## config.mk

```make
export PLATFORM = sky130hd
export DESIGN_NAME = stream_serializer
export DESIGN_NICKNAME = d
export VERILOG_FILES = /design/src/rtl/aes_stream_pkg.sv /design/src/rtl/stream_block_slot.sv /design/src/rtl/stream_serializer.sv
export SDC_FILE = /design/constraint.sdc
export NUM_CORES = 1
export LEC_CHECK = 0
export BUFFER_PORTS_ARGS = -buffer_cell sky130_fd_sc_hd__buf_2
export CAP_MARGIN = 15
export CORE_MARGIN = 1.5
export CORE_UTILIZATION = 57
export DETAILED_ROUTE_END_ITERATION = 10
export HOLD_SLACK_MARGIN = 0.05
export PLACE_DENSITY = 0.85
export REMOVE_ABC_BUFFERS = 1
export SLEW_MARGIN = 40
export SYNTH_ARGS = -nofsm -noshare
export SYNTH_HDL_FRONTEND = slang
export SYNTH_SLANG_ARGS = --single-unit
```

## constraint.sdc

```tcl
create_clock -name clk -period 2.43 [get_ports clk]
set_input_delay 0.486 -clock clk [delete_from_list [all_inputs] [get_ports clk]]
set_output_delay 0.486 -clock clk [all_outputs]
set_load 0.02 [all_outputs]
```

## src/rtl/aes_stream_pkg.sv

```systemverilog
// Shared widths and helpers for the AES block streaming path.
// Slot operation encoding is shared by the serializer and its block slots.
package aes_stream_pkg;

  localparam int AES_BLOCK_W = 128;
  localparam int STREAM_W    = 16;

  typedef enum logic [1:0] {
    SLOT_IDLE,
    SLOT_LOAD,
    SLOT_SHIFT,
    SLOT_DROP
  } slot_op_e;

  // Width of a counter that must hold 0..beats-1; never narrower than 1 bit.
  function automatic int beat_cnt_w(input int beats);
    return (beats > 2) ? $clog2(beats) : 1;
  endfunction

endpackage

```

## src/rtl/stream_block_slot.sv

```systemverilog
// One block slot: data, type tag and valid flag with load, shift and drop.
// Shifting moves data toward the output end and zero-fills the vacated beat.
module stream_block_slot
  import aes_stream_pkg::*;
#(
  parameter int DATA_W    = AES_BLOCK_W,
  parameter int SHIFT_W   = STREAM_W,
  parameter bit MSB_FIRST = 1'b0
) (
  input  logic              clk,
  input  logic              rst,
  input  slot_op_e          op,
  input  logic [DATA_W-1:0] load_data,
  input  logic              load_tag,
  output logic [DATA_W-1:0] data,
  output logic              tag,
  output logic              valid
);

  logic [DATA_W-1:0] shifted;

  assign shifted = MSB_FIRST ? (data << SHIFT_W) : (data >> SHIFT_W);

  // NOTE: the data register is reset too, because an idle slot must present zeros
  // and the shift path relies on a clean zero fill; non-blocking updates throughout.
  always_ff @(posedge clk) begin
    if (rst) begin
      data  <= '0;
      tag   <= 1'b0;
      valid <= 1'b0;
    end else begin
      unique case (op)
        SLOT_LOAD: begin
          data  <= load_data;
          tag   <= load_tag;
          valid <= 1'b1;
        end
        SLOT_SHIFT: data <= shifted;
        SLOT_DROP: begin
          data  <= '0;
          valid <= 1'b0;
        end
        default: ;
      endcase
    end
  end

endmodule

```

## src/rtl/stream_serializer.sv

```systemverilog
// Serializes DIN_W-bit tagged blocks into DOUT_W-bit beats with valid/ready
// handshakes on both sides; one active (shifting) slot plus one holding slot.
module stream_serializer
  import aes_stream_pkg::*;
#(
  parameter int DIN_W     = AES_BLOCK_W,
  parameter int DOUT_W    = STREAM_W,
  parameter bit MSB_FIRST = 1'b0
) (
  input  logic              clk,
  input  logic              rst,
  input  logic              vin,
  output logic              rin,
  input  logic              tin,
  input  logic [DIN_W-1:0]  din,
  output logic              vout,
  input  logic              rout,
  output logic              tout,
  output logic              lout,
  output logic [DOUT_W-1:0] dout
);

  localparam int N  = DIN_W / DOUT_W;
  localparam int CW = beat_cnt_w(N);

  generate
    if ((DIN_W % DOUT_W) != 0 || N < 2) begin : g_bad_widths
      $error("stream_serializer: DIN_W must be a multiple of DOUT_W with at least 2 beats");
    end
  endgenerate

  logic [DIN_W-1:0] act_data, hold_data, act_load_data;
  logic             act_tag, hold_tag, act_load_tag;
  logic             act_valid, hold_valid;
  slot_op_e         act_op, hold_op;
  logic [CW-1:0]    count;
  logic             accept, xfer, last_beat, last_xfer;

  assign rin       = !rst && !hold_valid;
  assign accept    = vin && rin;
  assign vout      = !rst && act_valid;
  assign xfer      = vout && rout;
  assign last_beat = (count == CW'(N - 1));
  assign last_xfer = xfer && last_beat;

  // NOTE: every output of this block gets a default first so no latch is inferred.
  always_comb begin
    act_op        = SLOT_IDLE;
    hold_op       = SLOT_IDLE;
    act_load_data = din;
    act_load_tag  = tin;

    // A new block goes straight to the active slot when it is free or freeing up.
    if (accept && (!act_valid || last_xfer)) begin
      act_op = SLOT_LOAD;
    end else if (last_xfer && hold_valid) begin
      act_op        = SLOT_LOAD;
      act_load_data = hold_data;
      act_load_tag  = hold_tag;
    end else if (last_xfer) begin
      act_op = SLOT_DROP;
    end else if (xfer) begin
      act_op = SLOT_SHIFT;
    end

    // accept implies an empty holding slot, so these two arms never overlap.
    if (accept && act_valid && !last_xfer) begin
      hold_op = SLOT_LOAD;
    end else if (last_xfer && hold_valid) begin
      hold_op = SLOT_DROP;
    end
  end

  always_ff @(posedge clk) begin
    if (rst) begin
      count <= '0;
    end else if (last_xfer) begin
      count <= '0;
    end else if (xfer) begin
      count <= count + 1'b1;
    end
  end

  stream_block_slot #(
    .DATA_W   (DIN_W),
    .SHIFT_W  (DOUT_W),
    .MSB_FIRST(MSB_FIRST)
  ) u_active (
    .clk      (clk),
    .rst      (rst),
    .op       (act_op),
    .load_data(act_load_data),
    .load_tag (act_load_tag),
    .data     (act_data),
    .tag      (act_tag),
    .valid    (act_valid)
  );

  stream_block_slot #(
    .DATA_W   (DIN_W),
    .SHIFT_W  (DOUT_W),
    .MSB_FIRST(MSB_FIRST)
  ) u_hold (
    .clk      (clk),
    .rst      (rst),
    .op       (hold_op),
    .load_data(din),
    .load_tag (tin),
    .data     (hold_data),
    .tag      (hold_tag),
    .valid    (hold_valid)
  );

  assign dout = !vout ? '0 :
                MSB_FIRST ? act_data[DIN_W-1 -: DOUT_W] : act_data[DOUT_W-1:0];
  assign tout = !rst && act_tag;
  assign lout = vout && last_beat;

endmodule

```

==> results.md <==
* Status: completed
* Reg power frac at approximately half
* Syn Area/Cell at 9.19 um2
* Fin area at roughly 0.013 mm2
* R2r setup slk at 230 ps
* Remaining DRCs at 0
* Setup TNS at 0 ps
* Critical path endpoint category: output port
* Register area share after synthesis at between 40% and 50%
* Compound-cell area share of the yosys netlist at 21.7%
* 1st-iter DRT viols at around 760
* Synthesized flop and latch total at 263
* Initial antenna violation count at 4
* Max Slew Vio Count at 0
* DP HPWL at 16.0 mm
* Yosys warns at 0
* Pin count of the biggest net entering global routing at around 170
* DR WL/cell at ~18 um
* Internal power at 7.08 mW
* Clock sink count at 263
* CORE AREA at 0.0188 mm2
* Fin. Hold Viols at 0
* DR vias at about 9500
* Reg-to-reg startpoint: count[0]
* Clk root buf: clkbuf_16
* Final Util at 67.5%
* Final WL at roughly 27 mm
* Synth top area share at 47.8%
* Clock share of power at between 40% and 50%
* Detail Route Antenna Nets at 0
* Post-Synthesis Cell Area at 0.0110 mm2
* Unrepaired setup endpoints after global routing: false
* All-layer global routing usage at 26.2%
* Syn Inst Count at 1199
* Vias per inst at about 6
* Max VDD drop at approximately 0.48 mV
* Setup Viol. Count Final at 0
* Synth-to-layout area growth at 15.3%
* Critical Path Start: u_active.valid
* H-tree levels at 1
* Post-place instance area at 0.0119 mm2
* Clock Path Buffers at 3
* Logic gate share of total power at 9.2%
* Max transition margin at 48.4%
* Overflow left after global routing at 0
* Most used DFF post-synth: dfxtp_1
* Clock Skew at 20.3 ps
* Clock-pin slew on the worst setup and hold paths at 60 ps
* Worst Setup Slack post-DPL at roughly 150 ps
* CTS Buf Count at 26
* TritonCTS clock tree: built
* Adder-Cell Fraction of Synth Area at less than 1%
* RR Endpoint: u_active.data[82]
* Proportion of layout cells with a drive suffix above 1 at ~18%
* Chip Width at approximately 140 um
* Net Switching at 2.27 mW
* Row Count at 50
* First-pass GRT wire length at around 44 mm
* Starting Density at roughly 60%
* Routability Congestion at roughly 0.76
* P_leak at ~5.4 nW
* PortBufs at ~150
* Vias in the first global route at ~9000
* Worst-case reg-to-reg path depth at 7
* Clock Latency Late Sink at roughly 530 ps
* Post-synth cell types at 28
* Die H at between 100 and 150 um
* Post-synth EDFFs at 0
* Post-route minimum period at around 2300 ps
* Fmax at 440 MHz
* Area contributors post-synth: dfxtp_1 (48%), mux2i_1 (12%), a22oi_1 (7.6%)
* Multiplexer share of the synthesized area at 11.6%
* IO Count at about 150
* Worst hold slack at just over 200 ps
* Worst EP arrival at 1790 ps
* Drt pass-1 iters at 5
* Crit path largest cell delay at around 440 ps
* Least-Margin Pin Slew at between 700 and 800 ps
* Setup Crit Path Kind: reg2out
* Critical Path RT at ~1900 ps
* Sw Ratio at 24.3%
* Slowest cell on the critical path: dfxtp_2
* Slack of the critical path at between 150 and 200 ps
* Async set-reset flop share out of synthesis at 0%
* Yosys top cell by area: dfxtp_1
* Critical-path cell list: nor2b_2 -> buf_4 -> and2_1 -> buf_2
* Die Area at 0.0202 mm2
* Post-Synth XOR/XNOR Area at 0%
* Crit path capture: dout[0]
* CP Max Fanout at 16
* Total Nets Final at between 1000 and 1500
* Leading cell types by count after synthesis: dfxtp_1 (263), a21oi_1 (136), nand2_1 (134), nand3_1 (129), mux2i_1 (128)
* Simple-gate area share of the yosys netlist at about an eighth
* Count leader, synth: dfxtp_1
* Startpoint types: flip-flop
* Non-Filler Instances at 1562
* Placed insts at about 1500
* Final worst-path cycle share at between 90% and 100%
* Hold buffer count at cts at 0
* Total Power at between 9 and 10 mW
* Maxcap violations at 0
* Power Dens Cells at 736 mW/mm2
* Main combinational cell family by area after synthesis: compound AO/OA/AOI/OAI gates
* Filler cell count at roughly 1500
* Hold Path Class: in2reg
==> area by class of cell <==
class	count	area, um2	share of cell area (%)
Antenna cell	3	7.51	0.0591
Clock buffer	35	726	5.71
Clock inverter	11	83.8	0.660
Multi-Input combinational cell	808	5130	40.3
Sequential cell	263	5270	41.5
Tap cell	260	325	2.56
Timing Repair Buffer	182	1170	9.21
==> placed cells by master (no fill, tap or decap), drive strengths merged <==
| cell type | count |
|---|---|
| inv | 1 |
| nor3b | 2 |
| a31oi | 1 |
| a311oi | 1 |
| nor2 | 5 |
| o22ai | 112 |
| clkinv | 9 |
| nand2 | 136 |
| a22oi | 112 |
| ha | 2 |
| o21a | 1 |
| nor2b | 4 |
| diode | 3 |
| mux2i | 128 |
| and2 | 17 |
| buf | 181 |
| and3 | 2 |
| a221o | 1 |
| clkbuf | 36 |
| a21oi | 136 |
| dfxtp | 263 |
| nor3 | 1 |
| nand2b | 1 |
| nand3 | 129 |
| and4b | 1 |
| bufinv | 1 |
| o2bb2ai | 16 |
==> power groups by stage <==
stage | clock, mW | combinational [mW] | sequential, mW
after detailed placement | 0 | 0.846 | 4.75
after global routing | 4.07 | 0.943 | 4.69
after CTS | 3.86 | 0.856 | 4.66
after global placement | 0 | 0.820 | 4.74
after floorplan | 0 | 0.467 | 4.71
final | 3.83 | 0.865 | 4.66
==> worst max-delay path, delay by kind of cell, from the launching register on <==
kind,cells,cell delay (ps)
flops,1,440
buf+inv,2,430
simple gates,2,410
==> timing repair <==
action / CTS / global route
setup buffers: 0 / 0
resized for setup: 0 / 2
endpoints found under the setup margin: 0 / 14
==> routing by layer <==
layer	track usage [%]	wire [um]
met5	0	11
met4	7.76	557
met3	3.53	1430
met2	43.5	13400
met1	35.6	12100
==> registers in the layout, indices dropped and copies added, names as in the netlist <==
register and cells:
u_active.data 128, u_active.valid 1, u_hold.data 128, count 3, u_active.tag 1, u_hold.valid 1, u_hold.tag 1
==> cells by family after synthesis <==
family	count (synthesis)
compound gates	380
fa+ha+maj	2
buf+inv	128
flops	263
mux	128
simple gates	298
==> worst min path at each step <==
stage                    start          endpoint  depth (start not counted)  slack (ps)
floorplan           u_hold.tag        u_hold.tag                          2         420
global placement    u_hold.tag        u_hold.tag                          2         440
detailed placement  u_hold.tag        u_hold.tag                          2         450
CTS                    din[37]   u_hold.data[37]                          3         200
global route           din[61]   u_hold.data[61]                          3         210
finish                din[113]  u_hold.data[113]                          3         210
Note: power is estimated with default switching activity, not from simulation.
